**src/rtl/dm_arbiter_if.sv**
```systemverilog
// ---------------------------------------------------------------------------
// dm_arbiter_if
// Bus bundle between the two data-memory requesters, the dm_arbiter and the
// single-port word-organised data memory.
//   Port 0 (pipeline MEM stage) and port 1 (loader/debug):
//     reqN, weN, sizeN, sextN, addrN, wdataN  -> request side
//     ackN, rdataN, errN                      <- completion side
//   Memory side: mem_addr, mem_re, mem_we, mem_wdata (out of arbiter),
//                mem_rdata (into arbiter, valid the cycle after mem_re).
//   busy: arbiter is sequencing an access.
// Modports: slave = arbiter view, master = requester/memory-model view.
// ---------------------------------------------------------------------------
interface dm_arbiter_if #(
  parameter int ADDR_W = 12
);
  logic              req0,   req1;
  logic              we0,    we1;
  logic [1:0]        size0,  size1;
  logic              sext0,  sext1;
  logic [31:0]       addr0,  addr1;
  logic [31:0]       wdata0, wdata1;
  logic              ack0,   ack1;
  logic [31:0]       rdata0, rdata1;
  logic              err0,   err1;
  logic [ADDR_W-1:0] mem_addr;
  logic              mem_re;
  logic              mem_we;
  logic [31:0]       mem_wdata;
  logic [31:0]       mem_rdata;
  logic              busy;

  modport slave (
    input  req0, req1, we0, we1, size0, size1, sext0, sext1,
           addr0, addr1, wdata0, wdata1, mem_rdata,
    output ack0, ack1, rdata0, rdata1, err0, err1,
           mem_addr, mem_re, mem_we, mem_wdata, busy
  );

  modport master (
    output req0, req1, we0, we1, size0, size1, sext0, sext1,
           addr0, addr1, wdata0, wdata1, mem_rdata,
    input  ack0, ack1, rdata0, rdata1, err0, err1,
           mem_addr, mem_re, mem_we, mem_wdata, busy
  );
endinterface

```
**src/rtl/dm_arbiter.sv**
```systemverilog
// ---------------------------------------------------------------------------
// dm_arbiter
// Two-port round-robin arbiter and sequencer in front of a single-port,
// word-organised data memory (synchronous read, 1-cycle latency).
//   clk   : rising-edge clock
//   reset : asynchronous, active-low
//   bus   : dm_arbiter_if.slave (requests, acks/rdata/err, memory strobes)
// Word store = one write; byte/half store = read-modify-write; loads = read
// then lane extract with zero/sign extension.
// Optional macro DM_ALIGN_CHECK_EN: misaligned half/word accesses are
// completed at grant with err=1 and no memory access. When undefined the
// err outputs are constant 0 and low address bits below the size are ignored.
// ---------------------------------------------------------------------------
module dm_arbiter #(
  parameter int ADDR_W = 12
) (
  input  logic       clk,
  input  logic       reset,
  dm_arbiter_if.slave bus
);

  typedef enum logic [2:0] {S_IDLE, S_WR, S_RD, S_MERGE, S_LD} state_t;

  state_t            r_state;
  logic              r_last_grant;
  logic              r_ack0, r_ack1, r_err0, r_err1;
  logic [31:0]       r_rdata0, r_rdata1;
  logic              r_mem_re, r_mem_we;
  logic [ADDR_W-1:0] r_mem_addr;
  logic [31:0]       r_mem_wdata;

  // Held copy of the granted request
  logic              r_port, r_we, r_sext;
  logic [1:0]        r_size;
  logic [1:0]        r_alo;
  logic [31:0]       r_wdata;

  function automatic logic [31:0] merge_lane(input logic [31:0] word,
                                             input logic [31:0] wd,
                                             input logic [1:0]  size,
                                             input logic [1:0]  alo);
    logic [31:0] m;
    m = word;
    if (size == 2'd0) begin
      case (alo)
        2'd0:    m[7:0]   = wd[7:0];
        2'd1:    m[15:8]  = wd[7:0];
        2'd2:    m[23:16] = wd[7:0];
        default: m[31:24] = wd[7:0];
      endcase
    end else if (size == 2'd1) begin
      if (alo[1]) m[31:16] = wd[15:0];
      else        m[15:0]  = wd[15:0];
    end else begin
      m = wd;
    end
    return m;
  endfunction

  function automatic logic [31:0] load_extract(input logic [31:0] word,
                                               input logic [1:0]  size,
                                               input logic        sext,
                                               input logic [1:0]  alo);
    logic [7:0]  b;
    logic [15:0] h;
    logic [31:0] r;
    case (alo)
      2'd0:    b = word[7:0];
      2'd1:    b = word[15:8];
      2'd2:    b = word[23:16];
      default: b = word[31:24];
    endcase
    h = alo[1] ? word[31:16] : word[15:0];
    if (size == 2'd0)      r = {{24{sext & b[7]}}, b};
    else if (size == 2'd1) r = {{16{sext & h[15]}}, h};
    else                   r = word;
    return r;
  endfunction

  // A port whose ack is high this cycle is still holding the request it
  // just completed, so it must not be accepted again yet.
  logic w_elig0, w_elig1, w_gnt_valid, w_gnt_port;
  assign w_elig0     = bus.req0 & ~r_ack0;
  assign w_elig1     = bus.req1 & ~r_ack1;
  assign w_gnt_valid = (r_state == S_IDLE) & (w_elig0 | w_elig1);
  assign w_gnt_port  = (w_elig0 & w_elig1) ? ~r_last_grant : w_elig1;

  logic        w_we, w_sext, w_misalign, w_done;
  logic [1:0]  w_size;
  logic [31:0] w_addr, w_wdata, w_merge, w_load;
  assign w_we    = w_gnt_port ? bus.we1    : bus.we0;
  assign w_size  = w_gnt_port ? bus.size1  : bus.size0;
  assign w_sext  = w_gnt_port ? bus.sext1  : bus.sext0;
  assign w_addr  = w_gnt_port ? bus.addr1  : bus.addr0;
  assign w_wdata = w_gnt_port ? bus.wdata1 : bus.wdata0;

`ifdef DM_ALIGN_CHECK_EN
  assign w_misalign = ((w_size == 2'd1) & w_addr[0]) | (w_size[1] & (|w_addr[1:0]));
`else
  assign w_misalign = 1'b0;
`endif

  // Address bits above the memory's word index are ignored.
  logic w_unused;
  assign w_unused = ^w_addr[31:ADDR_W+2];

  assign w_merge = merge_lane(bus.mem_rdata, r_wdata, r_size, r_alo);
  assign w_load  = load_extract(bus.mem_rdata, r_size, r_sext, r_alo);
  assign w_done  = (r_state == S_WR) | (r_state == S_MERGE) | (r_state == S_LD);

  always_ff @(posedge clk) begin
    if (w_gnt_valid) begin
      r_port  <= w_gnt_port;
      r_we    <= w_we;
      r_size  <= w_size;
      r_sext  <= w_sext;
      r_alo   <= w_addr[1:0];
      r_wdata <= w_wdata;
    end
  end

  always_ff @(posedge clk or negedge reset) begin
    if (!reset) begin
      r_state      <= S_IDLE;
      r_last_grant <= 1'b1;
      r_ack0       <= 1'b0;
      r_ack1       <= 1'b0;
      r_err0       <= 1'b0;
      r_err1       <= 1'b0;
      r_rdata0     <= '0;
      r_rdata1     <= '0;
      r_mem_re     <= 1'b0;
      r_mem_we     <= 1'b0;
      r_mem_addr   <= '0;
      r_mem_wdata  <= '0;
    end else begin
      r_ack0   <= 1'b0;
      r_ack1   <= 1'b0;
      r_mem_re <= 1'b0;
      r_mem_we <= 1'b0;
      case (r_state)
        S_IDLE: begin
          if (w_gnt_valid) begin
            r_last_grant <= w_gnt_port;
            r_mem_addr   <= w_addr[ADDR_W+1:2];
            if (w_misalign) begin
              // Complete immediately with err; state stays IDLE.
              if (w_gnt_port) begin
                r_ack1 <= 1'b1;
                r_err1 <= 1'b1;
              end else begin
                r_ack0 <= 1'b1;
                r_err0 <= 1'b1;
              end
            end else if (w_we && w_size[1]) begin
              r_state     <= S_WR;
              r_mem_we    <= 1'b1;
              r_mem_wdata <= w_wdata;
            end else begin
              r_state  <= S_RD;
              r_mem_re <= 1'b1;
            end
          end
        end
        S_WR: r_state <= S_IDLE;
        S_RD: begin
          if (r_we) begin
            r_state  <= S_MERGE;
            r_mem_we <= 1'b1;
          end else begin
            r_state <= S_LD;
          end
        end
        S_MERGE: begin
          r_state     <= S_IDLE;
          r_mem_wdata <= w_merge;
        end
        S_LD: begin
          r_state <= S_IDLE;
          if (r_port) r_rdata1 <= w_load;
          else        r_rdata0 <= w_load;
        end
        default: r_state <= S_IDLE;
      endcase

      if (w_done) begin
        if (r_port) begin
          r_ack1 <= 1'b1;
          r_err1 <= 1'b0;
        end else begin
          r_ack0 <= 1'b1;
          r_err0 <= 1'b0;
        end
      end
    end
  end

  assign bus.ack0      = r_ack0;
  assign bus.ack1      = r_ack1;
  assign bus.rdata0    = r_rdata0;
  assign bus.rdata1    = r_rdata1;
  // Without the alignment check the err registers can only ever hold 0.
  assign bus.err0      = r_err0;
  assign bus.err1      = r_err1;
  assign bus.mem_addr  = r_mem_addr;
  assign bus.mem_re    = r_mem_re;
  assign bus.mem_we    = r_mem_we;
  // The merged word depends on mem_rdata, which only arrives in MERGE.
  assign bus.mem_wdata = (r_state == S_MERGE) ? w_merge : r_mem_wdata;
  assign bus.busy      = (r_state != S_IDLE);

endmodule
```
**src/flat_wrapper.sv**
```systemverilog
// flat-port wrapper written by rule: the top's interface ports become plain ports
module dm_arbiter_flat 
#(
  parameter int ADDR_W = 12
)
  (clk, reset, bus_req0, bus_req1, bus_we0, bus_we1, bus_size0, bus_size1, bus_sext0, bus_sext1, bus_addr0, bus_addr1, bus_wdata0, bus_wdata1, bus_mem_rdata, bus_ack0, bus_ack1, bus_rdata0, bus_rdata1, bus_err0, bus_err1, bus_mem_addr, bus_mem_re, bus_mem_we, bus_mem_wdata, bus_busy);
  dm_arbiter_if #(.ADDR_W(ADDR_W)) bus_i ();
  input  logic clk;
  input  logic reset;
  input wire logic [$bits(bus_i.req0)-1:0] bus_req0;
  input wire logic [$bits(bus_i.req1)-1:0] bus_req1;
  input wire logic [$bits(bus_i.we0)-1:0] bus_we0;
  input wire logic [$bits(bus_i.we1)-1:0] bus_we1;
  input wire logic [$bits(bus_i.size0)-1:0] bus_size0;
  input wire logic [$bits(bus_i.size1)-1:0] bus_size1;
  input wire logic [$bits(bus_i.sext0)-1:0] bus_sext0;
  input wire logic [$bits(bus_i.sext1)-1:0] bus_sext1;
  input wire logic [$bits(bus_i.addr0)-1:0] bus_addr0;
  input wire logic [$bits(bus_i.addr1)-1:0] bus_addr1;
  input wire logic [$bits(bus_i.wdata0)-1:0] bus_wdata0;
  input wire logic [$bits(bus_i.wdata1)-1:0] bus_wdata1;
  input wire logic [$bits(bus_i.mem_rdata)-1:0] bus_mem_rdata;
  output wire logic [$bits(bus_i.ack0)-1:0] bus_ack0;
  output wire logic [$bits(bus_i.ack1)-1:0] bus_ack1;
  output wire logic [$bits(bus_i.rdata0)-1:0] bus_rdata0;
  output wire logic [$bits(bus_i.rdata1)-1:0] bus_rdata1;
  output wire logic [$bits(bus_i.err0)-1:0] bus_err0;
  output wire logic [$bits(bus_i.err1)-1:0] bus_err1;
  output wire logic [$bits(bus_i.mem_addr)-1:0] bus_mem_addr;
  output wire logic [$bits(bus_i.mem_re)-1:0] bus_mem_re;
  output wire logic [$bits(bus_i.mem_we)-1:0] bus_mem_we;
  output wire logic [$bits(bus_i.mem_wdata)-1:0] bus_mem_wdata;
  output wire logic [$bits(bus_i.busy)-1:0] bus_busy;
  assign bus_i.req0 = bus_req0;
  assign bus_i.req1 = bus_req1;
  assign bus_i.we0 = bus_we0;
  assign bus_i.we1 = bus_we1;
  assign bus_i.size0 = bus_size0;
  assign bus_i.size1 = bus_size1;
  assign bus_i.sext0 = bus_sext0;
  assign bus_i.sext1 = bus_sext1;
  assign bus_i.addr0 = bus_addr0;
  assign bus_i.addr1 = bus_addr1;
  assign bus_i.wdata0 = bus_wdata0;
  assign bus_i.wdata1 = bus_wdata1;
  assign bus_i.mem_rdata = bus_mem_rdata;
  assign bus_ack0 = bus_i.ack0;
  assign bus_ack1 = bus_i.ack1;
  assign bus_rdata0 = bus_i.rdata0;
  assign bus_rdata1 = bus_i.rdata1;
  assign bus_err0 = bus_i.err0;
  assign bus_err1 = bus_i.err1;
  assign bus_mem_addr = bus_i.mem_addr;
  assign bus_mem_re = bus_i.mem_re;
  assign bus_mem_we = bus_i.mem_we;
  assign bus_mem_wdata = bus_i.mem_wdata;
  assign bus_busy = bus_i.busy;
  dm_arbiter #(.ADDR_W(ADDR_W)) u_core (.clk(clk), .reset(reset), .bus(bus_i));
endmodule
```
**config.mk**
```make
export PLATFORM = sky130hd
export DESIGN_NAME = dm_arbiter_flat
export DESIGN_NICKNAME = d
export VERILOG_FILES = /design/src/rtl/dm_arbiter_if.sv /design/src/rtl/dm_arbiter.sv /design/src/flat_wrapper.sv
export SDC_FILE = /design/constraint.sdc
export NUM_CORES = 1
export LEC_CHECK = 0
export BUFFER_PORTS_ARGS = -buffer_cell sky130_fd_sc_hd__buf_4
export CORE_MARGIN = 5
export CORE_UTILIZATION = 45
export CTS_BUF_LIST = sky130_fd_sc_hd__clkbuf_8 sky130_fd_sc_hd__clkbuf_16
export DETAILED_ROUTE_END_ITERATION = 8
export GPL_TIMING_DRIVEN = 0
export HOLD_SLACK_MARGIN = 0.15
export PLACE_DENSITY = 0.8
export SYNTH_ARGS = -nofsm -noshare
export SYNTH_HDL_FRONTEND = slang
export SYNTH_SLANG_ARGS = --single-unit
```
**constraint.sdc**
```tcl
create_clock -name clk -period 5.8 [get_ports clk]
set_input_delay 0.87 -clock clk [delete_from_list [all_inputs] [get_ports clk]]
set_output_delay 0.87 -clock clk [all_outputs]
set_load 0.05 [all_outputs]
```
==> flow_summary.html <==
<table>
<tr><th>Metric</th><th>Value</th></tr>
<tr><th colspan="2">Outcome</th></tr>
<tr><td>Result of the run</td><td>completed</td></tr>
<tr><th colspan="2">Worst setup path</th></tr>
<tr><td>Capture point of the worst path</td><td>bus_mem_wdata[10]</td></tr>
<tr><td>Capture instance of the worst register-to-register path</td><td>u_core.r_mem_wdata[7]</td></tr>
<tr><td>Data required time of the worst path</td><td>4930 ps</td></tr>
<tr><td>Reg2reg start</td><td>u_core.bus.ack0</td></tr>
<tr><td>Most used cell, CP</td><td>sky130_fd_sc_hd__nor3_1</td></tr>
<tr><td>Setup crit end kind</td><td>output pin</td></tr>
<tr><td>Number of gates on the worst path with buffers counted</td><td>7</td></tr>
<tr><td>Critical path's largest stage delay</td><td>620 ps</td></tr>
<tr><td>Cells along the critical path</td><td>nand2b_1 -&gt; buf_2 -&gt; nor3_1 -&gt; nor3_1 -&gt; nor3_1 -&gt; a21o_1 -&gt; buf_4</td></tr>
<tr><td>Crit start category</td><td>flop</td></tr>
<tr><td>Crit Path Category</td><td>reg2out</td></tr>
<tr><td>Source of the critical timing path</td><td>u_core.r_size[0]</td></tr>
<tr><td>Buffers and inverters on the worst path</td><td>2</td></tr>
<tr><td>Path depth of the worst reg2reg path</td><td>8</td></tr>
<tr><td>Master of the slowest instance on the critical path</td><td>sky130_fd_sc_hd__nor3_1</td></tr>
<tr><td>Slack of the worst reg-to-reg path</td><td>2840 ps</td></tr>
<tr><td>Crit path arrival time</td><td>2750 ps</td></tr>
<tr><td>Top Family by Delay on Critical Path</td><td>simple AND/OR/NAND/NOR gates</td></tr>
<tr><td>Critical path fanouts, max</td><td>8</td></tr>
<tr><th colspan="2">Placement</th></tr>
<tr><td>Post-Place Setup Slack</td><td>2427 ps</td></tr>
<tr><td>Estimated wirelength of the detail-placed design</td><td>20,580 um</td></tr>
<tr><td>Count of buffers from port buffering</td><td>248</td></tr>
<tr><td>Routability-driven placement congestion ratio</td><td>0.9629</td></tr>
<tr><th colspan="2">Layout</th></tr>
<tr><td>Antenna fix cells</td><td>0</td></tr>
<tr><td>Final Net Count</td><td>1,219</td></tr>
<tr><td>Layout cells sized above 1</td><td>0.3406</td></tr>
<tr><td>Growth of design area from synthesis to finish</td><td>35.90%</td></tr>
<tr><td>Fill count</td><td>1,461</td></tr>
<tr><td>Area taken by flip-flops and latches</td><td>4075 sq um</td></tr>
<tr><td>Multi-input gate area in the final layout</td><td>3457 sq um</td></tr>
<tr><th colspan="2">Yosys</th></tr>
<tr><td>Count of distinct cell types in the synthesized netlist</td><td>49</td></tr>
<tr><td>Post-Synthesis Cell Area</td><td>7833 sq um</td></tr>
<tr><td>Post-synthesis instance total</td><td>778</td></tr>
<tr><td>Sequential share of the synthesized area</td><td>0.5203</td></tr>
<tr><td>Proportion of synthesized flip-flops having asynchronous set or reset</td><td>0.7484</td></tr>
<tr><td>Most used flip-flop cell after synthesis</td><td>sky130_fd_sc_hd__dfrtp_1</td></tr>
<tr><td>Number of enable-type register cells in the synthesized netlist</td><td>39</td></tr>
<tr><td>Synthesized flop and latch total</td><td>155</td></tr>
<tr><td>Area fraction in and, or, nand and nor cells after synthesis</td><td>0.1508</td></tr>
<tr><td>Multiplexer area fraction after synthesis</td><td>0.1065</td></tr>
<tr><td>Adder-cell area share of the yosys netlist</td><td>0</td></tr>
<tr><td>Main combinational cell family by area after synthesis</td><td>compound AO/OA/AOI/OAI gates</td></tr>
<tr><td>Average footprint of a synthesized cell</td><td>10.07 sq um</td></tr>
<tr><td>Total of warnings raised by yosys</td><td>0</td></tr>
<tr><td>XOR/XNOR Fraction of Synth Area</td><td>0</td></tr>
<tr><td>Post-synthesis compound-gate area fraction</td><td>0.1831</td></tr>
<tr><th colspan="2">Die</th></tr>
<tr><td>Initial core utilization</td><td>0.4560</td></tr>
<tr><td>Floorplan row count</td><td>48</td></tr>
<tr><td>Die Footprint</td><td>20,140 sq um</td></tr>
<tr><td>Area of the core</td><td>17,180 sq um</td></tr>
<tr><td>Die width</td><td>141.9 um</td></tr>
<tr><td>Boundary pin count</td><td>287</td></tr>
<tr><td>Die span in y</td><td>141.9 um</td></tr>
<tr><th colspan="2">Clock network</th></tr>
<tr><td>Clock transition at the registers of the reported paths</td><td>60 ps</td></tr>
<tr><td>Post-cts resize count</td><td>0</td></tr>
<tr><td>Setup repair bufs after CTS</td><td>0</td></tr>
<tr><td>Number of clock sinks</td><td>155</td></tr>
<tr><td>TritonCTS buffer count</td><td>17</td></tr>
<tr><td>H-tree levels</td><td>4</td></tr>
<tr><td>Number of buffers on the longest clock path</td><td>2</td></tr>
<tr><td>Post-cts hold buffer count</td><td>0</td></tr>
<tr><td>Clock tree from TritonCTS</td><td>done</td></tr>
<tr><td>CTS Root Buffer Type</td><td>sky130_fd_sc_hd__clkbuf_16</td></tr>
<tr><td>Clock latency at the later pin of the worst-skew pair</td><td>430 ps</td></tr>
<tr><th colspan="2">Timing</th></tr>
<tr><td>Measured slew at the worst slew-check pin</td><td>923.6 ps</td></tr>
<tr><td>Number of endpoints failing setup at the final stage</td><td>0</td></tr>
<tr><td>Minimum clock period</td><td>3619 ps</td></tr>
<tr><td>Total negative slack</td><td>0 ps</td></tr>
<tr><td>Part of the cycle the worst path needs</td><td>0.6239</td></tr>
<tr><td>Hold_ws</td><td>401.4 ps</td></tr>
<tr><td>Max-slew headroom</td><td>0.3834</td></tr>
<tr><td>Setup clock skew after layout</td><td>5.797 ps</td></tr>
<tr><td>RSZ-0062 raised after global routing</td><td>false</td></tr>
<tr><td>Total count of max-transition violations in the final report</td><td>0</td></tr>
<tr><td>Maximum achievable frequency</td><td>276.3 MHz</td></tr>
<tr><td>Setup WS post-layout</td><td>2181 ps</td></tr>
<tr><td>Final hold viol count</td><td>0</td></tr>
<tr><th colspan="2">Routing</th></tr>
<tr><td>Detailed router's first-iteration violation count</td><td>798</td></tr>
<tr><td>Antenna Nets Post-Route</td><td>0</td></tr>
<tr><td>Remaining routing DRC violations</td><td>0</td></tr>
<tr><td>Per-cell routed wire length</td><td>20.99 um</td></tr>
<tr><td>Vias per inst</td><td>5.779</td></tr>
<tr><td>Detailed-router iteration count before antenna repair</td><td>5</td></tr>
<tr><td>Routed WL</td><td>26,970 um</td></tr>
<tr><td>Number of vias in the routed layout</td><td>7,426</td></tr>
<tr><th colspan="2">Job</th></tr>
<tr><td>Number of max-capacitance violations reported</td><td>0</td></tr>
<tr><th colspan="2">Pwr</th></tr>
<tr><td>Internal power contribution</td><td>3.792 mW</td></tr>
<tr><td>Sw power</td><td>3.724 mW</td></tr>
<tr><td>Share of total power consumed by net switching</td><td>0.4955</td></tr>
<tr><td>Sequential share of power</td><td>0.269</td></tr>
<tr><td>Highest ir drop seen on vdd</td><td>0.0003956 V</td></tr>
<tr><td>Power per cell area</td><td>706.2 nW/um^2</td></tr>
<tr><td>Fraction of power consumed by combinational cells</td><td>0.573</td></tr>
<tr><td>Part of the power in the clock network</td><td>0.158</td></tr>
<tr><td>Reported leakage power</td><td>4.915 nW</td></tr>
<tr><th colspan="2">Global route</th></tr>
<tr><td>Wire length of the first global-routing pass</td><td>40,840 um</td></tr>
<tr><td>Vias in the first global route</td><td>7,378</td></tr>
<tr><td>Overflow left after global routing</td><td>0</td></tr>
<tr><td>Pin count of the biggest net entering global routing</td><td>64</td></tr>
<tr><td>Number of antenna violations at the first check in global routing</td><td>0</td></tr>
<tr><td>GRT Util Overall</td><td>0.2637</td></tr>
<tr><th colspan="2">Hold path</th></tr>
<tr><td>Hold WC Path Type</td><td>in2async</td></tr>
</table>
registers in the layout, indices dropped and copies added, names as in the netlist:
name	flops
u_core.bus.rdata0	32
u_core.bus.rdata1	32
u_core.r_mem_wdata	32
u_core.r_wdata	32
u_core.bus.mem_addr	12
u_core.r_state	3
u_core.r_alo	2
u_core.r_size	2
u_core.bus.ack0	1
u_core.bus.ack1	1
u_core.bus.mem_re	1
u_core.bus.mem_we	1
u_core.r_last_grant	1
u_core.r_port	1
u_core.r_sext	1
u_core.r_we	1
per-stage QoR:
step	std cells	power [mW]	instance area (sq um)	utilization
final	1285	7.517	10640	0.6197
after global routing	1285	7.865	10640	0.6197
after CTS	1285	7.517	10640	0.6197
after detailed placement	1253	6.321	10010	0.5828
after global placement	1252	6.234	9980	0.5810
after floorplan	779	4.926	7836	-
power groups by stage:
stage	clock network, mW	registers, mW	logic (mW)
finish	1.18	2.02	4.31
global route	1.23	2.08	4.55
CTS	1.19	2.02	4.31
detailed placement	0	2.03	4.29
global placement	0	2.00	4.23
floorplan	0	2.94	1.99
routing by layer:
layer  global-route usage  routed length [um]  vias to the layer above
li1                     -                   -                     3360
met1               0.3391               10120                     3555
met2               0.4331               12940                      461
met3              0.07023                3150                       50
met4              0.09394                 763                        0
met5                    0                   0                        -
cell type report:
cell class / count / area share
timing repair buffer: 249 / 0.1779
inverter: 3 / 0.001058
multi-input combinational: 561 / 0.3248
buffer: 60 / 0.02751
clock inverter: 9 / 0.009639
tap: 225 / 0.02645
sequential: 155 / 0.3829
clock buffer: 23 / 0.04984
how the worst min path moves through the flow:
stage                      startpoint  slack (ps)  depth (start not counted)                    end
final                           reset         400                          1  u_core.bus.rdata0[16]
after global routing            reset         450                          1  u_core.bus.rdata0[16]
after CTS                       reset         420                          1  u_core.bus.rdata1[24]
after detailed placement  u_core.r_we         430                          1      u_core.r_state[2]
after global placement    u_core.r_we         430                          1      u_core.r_state[2]
after floorplan           u_core.r_we         400                          1      u_core.r_state[2]
synthesized netlist by cell type (9+ instances only):
cell,count,share of area
sky130_fd_sc_hd__nor3_1,22,0.014
sky130_fd_sc_hd__clkbuf_1,22,0.011
sky130_fd_sc_hd__nand2_1,137,0.066
sky130_fd_sc_hd__edfxtp_1,39,0.15
sky130_fd_sc_hd__nand2b_1,17,0.014
sky130_fd_sc_hd__buf_2,27,0.017
sky130_fd_sc_hd__mux2_2,38,0.055
sky130_fd_sc_hd__a22o_1,15,0.017
sky130_fd_sc_hd__a21oi_1,39,0.025
sky130_fd_sc_hd__nand3_1,22,0.014
sky130_fd_sc_hd__o211ai_1,21,0.020
sky130_fd_sc_hd__o22a_1,9,0.010
sky130_fd_sc_hd__o22ai_1,23,0.018
sky130_fd_sc_hd__o21ai_0,67,0.043
sky130_fd_sc_hd__nor2_1,57,0.027
sky130_fd_sc_hd__mux2i_1,20,0.026
sky130_fd_sc_hd__a21o_1,9,0.0086
sky130_fd_sc_hd__dfrtp_1,115,0.37
cell families after synthesis:
family                 Yosys count
AOI/OAI and AO/OA              221
buffers and inverters           63
DFF                            155
muxes                           66
other                            1
and+or+nand+nor                272
cells in the final DEF (no fill, tap or decap), types with 2 or more instances in the layout:
cell type and instances:
sky130_fd_sc_hd__edfxtp_1 39, sky130_fd_sc_hd__a22o_1 15, sky130_fd_sc_hd__buf_4 252, sky130_fd_sc_hd__a21oi_1 39
sky130_fd_sc_hd__clkbuf_1 22, sky130_fd_sc_hd__o31ai_1 4, sky130_fd_sc_hd__o22a_1 9, sky130_fd_sc_hd__o211ai_1 21
sky130_fd_sc_hd__o21ai_0 67, sky130_fd_sc_hd__buf_6 3, sky130_fd_sc_hd__dfrtp_1 115, sky130_fd_sc_hd__o22ai_1 23
sky130_fd_sc_hd__bufinv_16 2, sky130_fd_sc_hd__clkbuf_16 19, sky130_fd_sc_hd__clkbuf_8 4, sky130_fd_sc_hd__inv_1 3
sky130_fd_sc_hd__a221o_1 8, sky130_fd_sc_hd__mux2i_1 20, sky130_fd_sc_hd__mux4_1 7, sky130_fd_sc_hd__nand3_1 22
sky130_fd_sc_hd__nor3_1 22, sky130_fd_sc_hd__a221oi_1 8, sky130_fd_sc_hd__nor2b_1 5, sky130_fd_sc_hd__a211oi_1 3
sky130_fd_sc_hd__clkinv_2 2, sky130_fd_sc_hd__o21ai_1 2, sky130_fd_sc_hd__buf_2 27, sky130_fd_sc_hd__buf_1 4
sky130_fd_sc_hd__a21o_1 9, sky130_fd_sc_hd__or3_1 2, sky130_fd_sc_hd__nand2b_1 17, sky130_fd_sc_hd__conb_1 2
sky130_fd_sc_hd__mux2_2 38, sky130_fd_sc_hd__nor2_4 2, sky130_fd_sc_hd__nor2_1 57, sky130_fd_sc_hd__o21bai_1 7
sky130_fd_sc_hd__nand2_1 137, sky130_fd_sc_hd__inv_4 2
No activity file was read; power rests on OpenSTA's default activity.
